--- src/rtl/reorder_buffer_if.sv ---
// Decoder/CDB/register-file side signals of the reorder buffer.
interface reorder_buffer_if #(
    parameter int unsigned TAG_W  = 4,
    parameter int unsigned REG_W  = 5,
    parameter int unsigned DATA_W = 32
);
    logic              in_alloc_valid;
    logic [REG_W-1:0]  in_alloc_reg;
    logic              in_alloc_branch;
    logic              in_alloc_pred;
    logic [TAG_W-1:0]  out_alloc_tag;
    logic              out_full;

    logic [TAG_W-1:0]  in_query_tag1;
    logic [TAG_W-1:0]  in_query_tag2;
    logic              out_query_rdy1;
    logic              out_query_rdy2;
    logic [DATA_W-1:0] out_query_val1;
    logic [DATA_W-1:0] out_query_val2;

    logic              in_cdb_valid;
    logic [TAG_W-1:0]  in_cdb_tag;
    logic [DATA_W-1:0] in_cdb_value;
    logic              in_cdb_taken;
    logic [DATA_W-1:0] in_cdb_target;

    logic [REG_W-1:0]  out_commit_reg;
    logic [TAG_W-1:0]  out_commit_tag;
    logic [DATA_W-1:0] out_commit_value;
    logic              out_misbranch;
    logic [DATA_W-1:0] out_redirect_pc;

    modport master (
        output in_alloc_valid, in_alloc_reg, in_alloc_branch, in_alloc_pred,
        output in_query_tag1, in_query_tag2,
        output in_cdb_valid, in_cdb_tag, in_cdb_value, in_cdb_taken, in_cdb_target,
        input  out_alloc_tag, out_full,
        input  out_query_rdy1, out_query_rdy2, out_query_val1, out_query_val2,
        input  out_commit_reg, out_commit_tag, out_commit_value,
        input  out_misbranch, out_redirect_pc
    );

    modport slave (
        input  in_alloc_valid, in_alloc_reg, in_alloc_branch, in_alloc_pred,
        input  in_query_tag1, in_query_tag2,
        input  in_cdb_valid, in_cdb_tag, in_cdb_value, in_cdb_taken, in_cdb_target,
        output out_alloc_tag, out_full,
        output out_query_rdy1, out_query_rdy2, out_query_val1, out_query_val2,
        output out_commit_reg, out_commit_tag, out_commit_value,
        output out_misbranch, out_redirect_pc
    );
endinterface

--- src/rtl/reorder_buffer.sv ---
// Circular reorder buffer: in-order allocate, out-of-order CDB writeback,
// in-order single commit per cycle with branch-mispredict flush.
module reorder_buffer #(
    parameter int unsigned DEPTH  = 15,
    parameter int unsigned TAG_W  = 4,
    parameter int unsigned REG_W  = 5,
    parameter int unsigned DATA_W = 32
) (
    input  logic             clk,
    input  logic             rst,
    input  logic             rdy,
    reorder_buffer_if.slave  bus
);
    // Storage covers every tag value; tag 0 and tags above DEPTH are never written.
    localparam int unsigned SLOTS = 2 ** TAG_W;
    localparam int unsigned CNT_W = $clog2(DEPTH + 1);

    typedef struct packed {
        logic              busy;
        logic              ready;
        logic [REG_W-1:0]  rd;
        logic [DATA_W-1:0] value;
        logic              branch;
        logic              pred;
        logic              taken;
        logic [DATA_W-1:0] target;
    } entry_t;

    entry_t            rob_q [SLOTS];
    entry_t            rob_d [SLOTS];
    logic [TAG_W-1:0]  head_q, head_d;
    logic [TAG_W-1:0]  tail_q, tail_d;
    logic [CNT_W-1:0]  count_q, count_d;
    logic              full_q, full_d;
    logic [REG_W-1:0]  commit_reg_q, commit_reg_d;
    logic [TAG_W-1:0]  commit_tag_q, commit_tag_d;
    logic [DATA_W-1:0] commit_value_q, commit_value_d;
    logic              misbranch_q, misbranch_d;
    logic [DATA_W-1:0] redirect_q, redirect_d;

    entry_t head_e;
    logic   commit_c, mis_c, alloc_c, wb_c;

    function automatic logic [TAG_W-1:0] next_ptr(input logic [TAG_W-1:0] p);
        return (p == TAG_W'(DEPTH)) ? TAG_W'(1) : p + TAG_W'(1);
    endfunction

    // Next-state: writeback, then commit clear, then allocation; a flush overrides all.
    always_comb begin
        rob_d          = rob_q;
        head_d         = head_q;
        tail_d         = tail_q;
        count_d        = count_q;
        full_d         = full_q;

        head_e   = rob_q[head_q];
        commit_c = head_e.busy & head_e.ready;
        mis_c    = commit_c & head_e.branch & (head_e.taken != head_e.pred);
        alloc_c  = bus.in_alloc_valid & ~full_q;
        wb_c     = bus.in_cdb_valid & (bus.in_cdb_tag != '0) & rob_q[bus.in_cdb_tag].busy;

        commit_reg_d   = (commit_c & ~head_e.branch) ? head_e.rd : '0;
        commit_tag_d   = commit_c ? head_q : '0;
        commit_value_d = commit_c ? head_e.value : '0;
        misbranch_d    = mis_c;
        redirect_d     = mis_c ? head_e.target : '0;

        if (mis_c) begin
            for (int i = 0; i < int'(SLOTS); i++) rob_d[i] = '0;
            head_d  = TAG_W'(1);
            tail_d  = TAG_W'(1);
            count_d = '0;
            full_d  = 1'b0;
        end else begin
            if (wb_c) begin
                rob_d[bus.in_cdb_tag].ready  = 1'b1;
                rob_d[bus.in_cdb_tag].value  = bus.in_cdb_value;
                rob_d[bus.in_cdb_tag].taken  = bus.in_cdb_taken;
                rob_d[bus.in_cdb_tag].target = bus.in_cdb_target;
            end
            if (commit_c) begin
                rob_d[head_q] = '0;
                head_d        = next_ptr(head_q);
            end
            if (alloc_c) begin
                rob_d[tail_q] = '{busy:   1'b1,
                                  ready:  1'b0,
                                  rd:     bus.in_alloc_reg,
                                  value:  '0,
                                  branch: bus.in_alloc_branch,
                                  pred:   bus.in_alloc_pred,
                                  taken:  1'b0,
                                  target: '0};
                tail_d = next_ptr(tail_q);
            end
            count_d = count_q + CNT_W'(alloc_c) - CNT_W'(commit_c);
            full_d  = (count_d == CNT_W'(DEPTH));
        end
    end

    // rdy acts as a clock enable for every register.
    always_ff @(posedge clk or negedge rst) begin
        if (!rst) begin
            for (int i = 0; i < int'(SLOTS); i++) rob_q[i] <= '0;
            head_q         <= TAG_W'(1);
            tail_q         <= TAG_W'(1);
            count_q        <= '0;
            full_q         <= 1'b0;
            commit_reg_q   <= '0;
            commit_tag_q   <= '0;
            commit_value_q <= '0;
            misbranch_q    <= 1'b0;
            redirect_q     <= '0;
        end else if (rdy) begin
            for (int i = 0; i < int'(SLOTS); i++) rob_q[i] <= rob_d[i];
            head_q         <= head_d;
            tail_q         <= tail_d;
            count_q        <= count_d;
            full_q         <= full_d;
            commit_reg_q   <= commit_reg_d;
            commit_tag_q   <= commit_tag_d;
            commit_value_q <= commit_value_d;
            misbranch_q    <= misbranch_d;
            redirect_q     <= redirect_d;
        end
    end

    assign bus.out_alloc_tag    = tail_q;
    assign bus.out_full         = full_q;
    assign bus.out_commit_reg   = commit_reg_q;
    assign bus.out_commit_tag   = commit_tag_q;
    assign bus.out_commit_value = commit_value_q;
    assign bus.out_misbranch    = misbranch_q;
    assign bus.out_redirect_pc  = redirect_q;

    // Forwarding lookups see registered state only; tag 0 never matches.
    assign bus.out_query_rdy1 = (bus.in_query_tag1 != '0) &
                                rob_q[bus.in_query_tag1].busy & rob_q[bus.in_query_tag1].ready;
    assign bus.out_query_rdy2 = (bus.in_query_tag2 != '0) &
                                rob_q[bus.in_query_tag2].busy & rob_q[bus.in_query_tag2].ready;
    assign bus.out_query_val1 = (bus.in_query_tag1 != '0) ? rob_q[bus.in_query_tag1].value : '0;
    assign bus.out_query_val2 = (bus.in_query_tag2 != '0) ? rob_q[bus.in_query_tag2].value : '0;
endmodule

--- src/flat_wrapper.sv ---
// flat-port wrapper written by rule: the top's interface ports become plain ports
module reorder_buffer_flat 
#(
    parameter int unsigned DEPTH  = 15,
    parameter int unsigned TAG_W  = 4,
    parameter int unsigned REG_W  = 5,
    parameter int unsigned DATA_W = 32
)
  (clk, rst, rdy, bus_in_alloc_valid, bus_in_alloc_reg, bus_in_alloc_branch, bus_in_alloc_pred, bus_in_query_tag1, bus_in_query_tag2, bus_in_cdb_valid, bus_in_cdb_tag, bus_in_cdb_value, bus_in_cdb_taken, bus_in_cdb_target, bus_out_alloc_tag, bus_out_full, bus_out_query_rdy1, bus_out_query_rdy2, bus_out_query_val1, bus_out_query_val2, bus_out_commit_reg, bus_out_commit_tag, bus_out_commit_value, bus_out_misbranch, bus_out_redirect_pc);
  reorder_buffer_if #(.TAG_W(TAG_W), .REG_W(REG_W), .DATA_W(DATA_W)) bus_i ();
  input  logic clk;
  input  logic rst;
  input  logic rdy;
  input wire logic [$bits(bus_i.in_alloc_valid)-1:0] bus_in_alloc_valid;
  input wire logic [$bits(bus_i.in_alloc_reg)-1:0] bus_in_alloc_reg;
  input wire logic [$bits(bus_i.in_alloc_branch)-1:0] bus_in_alloc_branch;
  input wire logic [$bits(bus_i.in_alloc_pred)-1:0] bus_in_alloc_pred;
  input wire logic [$bits(bus_i.in_query_tag1)-1:0] bus_in_query_tag1;
  input wire logic [$bits(bus_i.in_query_tag2)-1:0] bus_in_query_tag2;
  input wire logic [$bits(bus_i.in_cdb_valid)-1:0] bus_in_cdb_valid;
  input wire logic [$bits(bus_i.in_cdb_tag)-1:0] bus_in_cdb_tag;
  input wire logic [$bits(bus_i.in_cdb_value)-1:0] bus_in_cdb_value;
  input wire logic [$bits(bus_i.in_cdb_taken)-1:0] bus_in_cdb_taken;
  input wire logic [$bits(bus_i.in_cdb_target)-1:0] bus_in_cdb_target;
  output wire logic [$bits(bus_i.out_alloc_tag)-1:0] bus_out_alloc_tag;
  output wire logic [$bits(bus_i.out_full)-1:0] bus_out_full;
  output wire logic [$bits(bus_i.out_query_rdy1)-1:0] bus_out_query_rdy1;
  output wire logic [$bits(bus_i.out_query_rdy2)-1:0] bus_out_query_rdy2;
  output wire logic [$bits(bus_i.out_query_val1)-1:0] bus_out_query_val1;
  output wire logic [$bits(bus_i.out_query_val2)-1:0] bus_out_query_val2;
  output wire logic [$bits(bus_i.out_commit_reg)-1:0] bus_out_commit_reg;
  output wire logic [$bits(bus_i.out_commit_tag)-1:0] bus_out_commit_tag;
  output wire logic [$bits(bus_i.out_commit_value)-1:0] bus_out_commit_value;
  output wire logic [$bits(bus_i.out_misbranch)-1:0] bus_out_misbranch;
  output wire logic [$bits(bus_i.out_redirect_pc)-1:0] bus_out_redirect_pc;
  assign bus_i.in_alloc_valid = bus_in_alloc_valid;
  assign bus_i.in_alloc_reg = bus_in_alloc_reg;
  assign bus_i.in_alloc_branch = bus_in_alloc_branch;
  assign bus_i.in_alloc_pred = bus_in_alloc_pred;
  assign bus_i.in_query_tag1 = bus_in_query_tag1;
  assign bus_i.in_query_tag2 = bus_in_query_tag2;
  assign bus_i.in_cdb_valid = bus_in_cdb_valid;
  assign bus_i.in_cdb_tag = bus_in_cdb_tag;
  assign bus_i.in_cdb_value = bus_in_cdb_value;
  assign bus_i.in_cdb_taken = bus_in_cdb_taken;
  assign bus_i.in_cdb_target = bus_in_cdb_target;
  assign bus_out_alloc_tag = bus_i.out_alloc_tag;
  assign bus_out_full = bus_i.out_full;
  assign bus_out_query_rdy1 = bus_i.out_query_rdy1;
  assign bus_out_query_rdy2 = bus_i.out_query_rdy2;
  assign bus_out_query_val1 = bus_i.out_query_val1;
  assign bus_out_query_val2 = bus_i.out_query_val2;
  assign bus_out_commit_reg = bus_i.out_commit_reg;
  assign bus_out_commit_tag = bus_i.out_commit_tag;
  assign bus_out_commit_value = bus_i.out_commit_value;
  assign bus_out_misbranch = bus_i.out_misbranch;
  assign bus_out_redirect_pc = bus_i.out_redirect_pc;
  reorder_buffer #(.DEPTH(DEPTH), .TAG_W(TAG_W), .REG_W(REG_W), .DATA_W(DATA_W)) u_core (.clk(clk), .rst(rst), .rdy(rdy), .bus(bus_i));
endmodule
--- config.mk ---
export PLATFORM = sky130hd
export DESIGN_NAME = reorder_buffer_flat
export DESIGN_NICKNAME = d
export VERILOG_FILES = /design/src/rtl/reorder_buffer_if.sv /design/src/rtl/reorder_buffer.sv /design/src/flat_wrapper.sv
export SDC_FILE = /design/constraint.sdc
export NUM_CORES = 2
export LEC_CHECK = 0
export CORE_MARGIN = 1
export CORE_UTILIZATION = 49
export DETAILED_ROUTE_END_ITERATION = 16
export HOLD_SLACK_MARGIN = 0.1
export PLACE_DENSITY = 0.7
export SETUP_SLACK_MARGIN = 0.5
export SLEW_MARGIN = 20
export SYNTH_ARGS = -nofsm -noshare
export SYNTH_HDL_FRONTEND = slang
export SYNTH_SLANG_ARGS = --single-unit
--- constraint.sdc ---
create_clock -name clk -period 4.45 [get_ports clk]
set_input_delay 1.1125 -clock clk [delete_from_list [all_inputs] [get_ports clk]]
set_output_delay 1.1125 -clock clk [all_outputs]
set_load 0.005 [all_outputs]
Yosys cells after proc, flatten, opt, wreduce, memory -nomap -nowiden
Cells that the tools add are included.

word-level totals
  flip-flop bits (word level) = 1271
  output and inout bits = 145
  logic and storage cells = 232

operators by class
  mux-type cells = 49
  magnitude comparators = 8
  reductions and logical operators = 10
  bitwise operators = 20
  add/subtract/negate cells = 4
  equal/unequal tests = 4

operator list
  cell                  count
  $mux 1184             6
  $bwmux 1184           5
  $demux 74 s4          6
  $and 1184x1184->1184  1
  $bmux 74 s4           4
  $not 1184->1184       1
  $mux 74               10
  $mux 32               5
  $mux 73               1
  $mux 67               1
  $mux 33               1
  $mux 4                8
  $ge 5x5->1 const B    5
  $not 4->5             5
  $lt 5x1->1 const B    3
  $eq 4x4->1 const B    3
  $reduce_bool 4->1     3
  $and 1x1->1           11
  $add 4x1->4 const B   2
  $mux 5                1
  $add 4x1->4           1
  $reduce_and 2->1      2
  $reduce_bool 2->1     2
  $sub 4x1->4           1
  4 further kinds       7

Depth between registers and ports, before layout
  depth after elaboration = 17
  gate-level depth with buffers = 18
  mapped depth without buffers = 15

Worst setup path before layout
No wires, ideal clock.

  path type = input port to output port
  start = input port bus_in_query_tag1[0]
  end = output port bus_out_query_val1[10]
  setup slack = 0.196 ns
  arrival = 3.142 ns
  cell stages on the path = 7
  data required time = 3.338 ns
  cell sequence = clkbuf_1 buf_2 buf_1 nor3b_1 clkbuf_1 a22oi_1 a21oi_1

between the ends
  word-level cells in the longest chain between the ends = 5
  elaborated cells on any way between the ends = 6

RTL lines
  what                             RTL line               text
  from (decl)                      flat_wrapper.sv:18     input wire logic [$bits(bus_i.in_query_tag1)-1:0] bus_in_query_tag1;
  $not 4->5 (implied by the code)  reorder_buffer.sv:141  assign bus.out_query_val1 = (bus.in_query_tag1 != '0) ? rob_q[bus.in_query_tag1].value : '0;
  $bmux 74 s4                      reorder_buffer.sv:141
  $mux 74 (2 in a row)             --
  $mux 32 (*)                      reorder_buffer.sv:141
  to (decl)                        flat_wrapper.sv:29     output wire logic [$bits(bus_i.out_query_val1)-1:0] bus_out_query_val1;

Every way passes the cells marked *; elsewhere a longest branch is shown, timed or not. The select of a mux whose other input is x is not followed.

Worst setup path in the final report
  start = input port bus_in_query_tag1[1]
  end = output port bus_out_query_rdy1

between the ends
  word-level cells in the longest chain between the ends = 6
  elaborated cells on any way between the ends = 7

RTL lines
  what                                        RTL line               text
  $not 4->5 (implied by the code)             reorder_buffer.sv:138  rob_q[bus.in_query_tag1].busy & rob_q[bus.in_query_tag1].ready;
  $bmux 74 s4                                 reorder_buffer.sv:138
  $mux 74 (implied by the code) (2 in a row)  reorder_buffer.sv:138
  $and 1x1->1                                 reorder_buffer.sv:137  assign bus.out_query_rdy1 = (bus.in_query_tag1 != '0) &
  $and 1x1->1 (*)                             reorder_buffer.sv:138
  to (decl)                                   flat_wrapper.sv:27     output wire logic [$bits(bus_i.out_query_rdy1)-1:0] bus_out_query_rdy1;

Marks and branches as above.

==> results.cfg <==
[place]
port_buffers = 233
gp_congestion = 0.958
pre_cts_slack_ps = -93.2
hpwl_um = 139000
dpl.cell_count = 6367

[route]
dr.max_layer_used = met5
wl_um = 246000
met1Wirelength_um = 85300
antenna_left = 0
wl_met2_um = 107000
first_pass_iters = 7
post-route-drc-count = 0
post_drt_via_cell_ratio = 7.67
wl_per_cell_um = 36.5
num_vias = 51773
drtIter0Drc = 8044
route.met3.wl_um = 36900

[timing]
period_share_pct = 93.3
final.setup_skew_ps = 40.5
finalCriticalPeriod_ps = 4150
rsz0062_at_grt = true
timing.final.hold_violations = 0
maxSlewHeadroom_pct = 20.7
tightest_slew_ps = 1180
slew_violations = 0
setup-violations-final = 0
fmax_mhz = 241
fin_ws_ps = 300

[yosys]
ys_seq_area_share_pct = 49.8
synth_nets = 4753
synth_area_leaders = dfrtp_1, mux4_2, o2bb2ai_1
synthSimpleGateAreaFrac_pct = 4.35
synth_top_area_share_pct = 49.7
yosysWarningCount = 0
synth_top_family_by_area = multiplexers
synth_fa_ha_area_share_pct = 0.266
synthArstFlopShare_pct = 100
yosysTopAreaCell = dfrtp_1
yosysMostFrequentCell = dfrtp_1
yosys-top-cells-count = dfrtp_1, o2bb2ai_1, mux4_2
synth_edf_count = 0
syn_area_um2 = 63900
yosysUniqueCellTypes = 59
ys_ff_latch = 1271
synthXorXnorAreaFrac_pct = 0.0666
syn_avg_cell_area_um2 = 13.7
synth.mux.area_fraction_pct = 22.2
synth_compound_area_share_pct = 19.5
synth_ff_type = dfrtp_1
netlist_instances = 4651

[hold_path]
hp-class = input port to asynchronous set/reset pin

[final_layout]
top_register = u_core.rob_q
num-nets-final = 4993
area_growth_pct = 20.0
post-route-util_pct = 59.2
drive_above_1_share_pct = 28.2
instances_no_fill = 6752
largest_reg_flops = 1184

[floorplan]
fp.dieW_um = 363
die_h_um = 363
core_um2 = 129000
rows = 132
die-area_um2 = 132000
start_util_pct = 49.3
ios = 234

[cts]
worstSkewPairLatency_ps = 820
numCtsBuffers = 140
cts_root_buf = clkbuf_16
clkSlewWorstSetupHoldPaths_ps = 60
hold_buffers = 0
cts_sinks = 1271
cts_htree_levels = 4
cts_tree = done
cts_buffer_depth = 3

[worst_setup_path]
crit_fanout = 24
crit_slowest_cell = mux4_2
critPathCaptureType = output pin
critPathKind = input port to output pin
worstSetupStartpointType = input port
cp.required_ps = 3340
worstPathCellList = buf_12 -> mux4_2 -> nand2_1 -> o21ai_0 -> o21ai_2 -> buf_4 -> clkdlybuf4s50_1
critical_path.max_stage_delay_ps = 540
cp.arrival_ps = 3040
r2r_cells = 9

[grt]
grt_pass1_wl_um = 357000
antenna_found_initial = 18
grt_usage_pct = 37.1
grt_max_degree = 161
grt_pass1_vias = 51635
grt_overflow_total = 0

[run]
cap_viol_max_count = 0

[power]
ir_drop_v = 0.000479
leakagePower_uw = 0.0313
p_per_area_nw_per_um2 = 569

[outcome]
outcome = completed
where the power goes:
group / leakage, uW / internal [uW] / switching, uW
Sequential: 0.0173 / 14400 / 2600
Combinational: 0.0116 / 7280 / 7020
Clock: 0.00236 / 7210 / 5130
Total: 0.0313 / 28900 / 14800
worst paths after layout:
check / from / to / slack (ps)
worst max-delay path: bus_in_query_tag1[1] / bus_out_query_rdy1 / 300
worst min-delay path: rst / u_core.bus.out_commit_value[27] / 220
worst max register to register: u_core.head_q[0] / u_core.rob_q[838] / 580
worst min register to register: u_core.rob_q[1162] / u_core.rob_q[1162] / 480
max in group asynchronous: rst / u_core.rob_q[72] / 2910
min in group clk: u_core.rob_q[1162] / u_core.rob_q[1162] / 480
cells by family after synthesis:
kind of cell,Yosys count
AO/OA/AOI/OAI,1492
flip-flops,1271
multiplexers,694
AND/OR/NAND/NOR,612
buffers and inverters,565
adder cells (fa/ha/maj),13
XOR/XNOR,4
metal layers:
layer	track usage, %	vias up
li1	-	19245
met1	47.8	26441
met2	54.0	4838
met3	13.9	1223
met4	20.9	26
met5	0.290	-
cell usage in the layout, fill, tap and decap left out, types with 14 or more instances in the layout:
cell / n
o21ai_0: 92
clkbuf_16: 151
a221o_1: 32
a22oi_1: 43
bufinv_16: 15
dlygate4sd2_1: 26
dlymetal6s2s_1: 14
nor2_1: 32
a21oi_2: 34
mux2i_1: 30
buf_4: 217
clkinv_2: 24
a22o_1: 28
a21oi_1: 41
clkbuf_8: 23
and2_1: 90
buf_16: 21
o2bb2ai_1: 950
buf_12: 116
a22oi_2: 24
clkbuf_1: 26
nand2_1: 357
nand3_1: 56
mux4_2: 566
dfrtp_1: 1267
and3_1: 14
inv_1: 52
a32o_1: 166
mux2_2: 93
clkdlybuf4s50_1: 168
timing repair:
item	4_1_cts	5_1_grt
pin swaps	16	24
resized for setup	154	79
endpoints found under the hold margin	0	0
cloned	13	6
endpoints found under the setup margin	158	499
setup buffers	54	51
critical path, delay by kind of cell:
family	cells	cell delay (ps)
muxes	1	540
buffers and inverters	3	860
AOI/OAI and AO/OA	2	400
and+or+nand+nor	1	70
layout make-up:
cell class                      instances  area (um^2)
Inverter                               57          219
Sequential cell                      1271        31800
Timing Repair Buffer                  606         7220
Clock inverter                         64          852
Antenna cell                            6         15.0
Multi-Input combinational cell       2815        30300
Clock buffer                          191         3990
Tap cell                             1742         2180
Fill cell                            9820        52900
stage by stage:
stage          power, uW  area (um^2)  hold WS, ps  TNS (ps)
3_3_place_gp       30200        69800          464     -71.5
4_1_cts            43000        75800          219         0
6_report           43600        76600          221         0
5_1_grt            44900        76600          232         0
2_1_floorplan      25600        63900          449         0
3_5_place_dp       30600        69800          468     -93.2
Power figures use the tool's default switching activity.
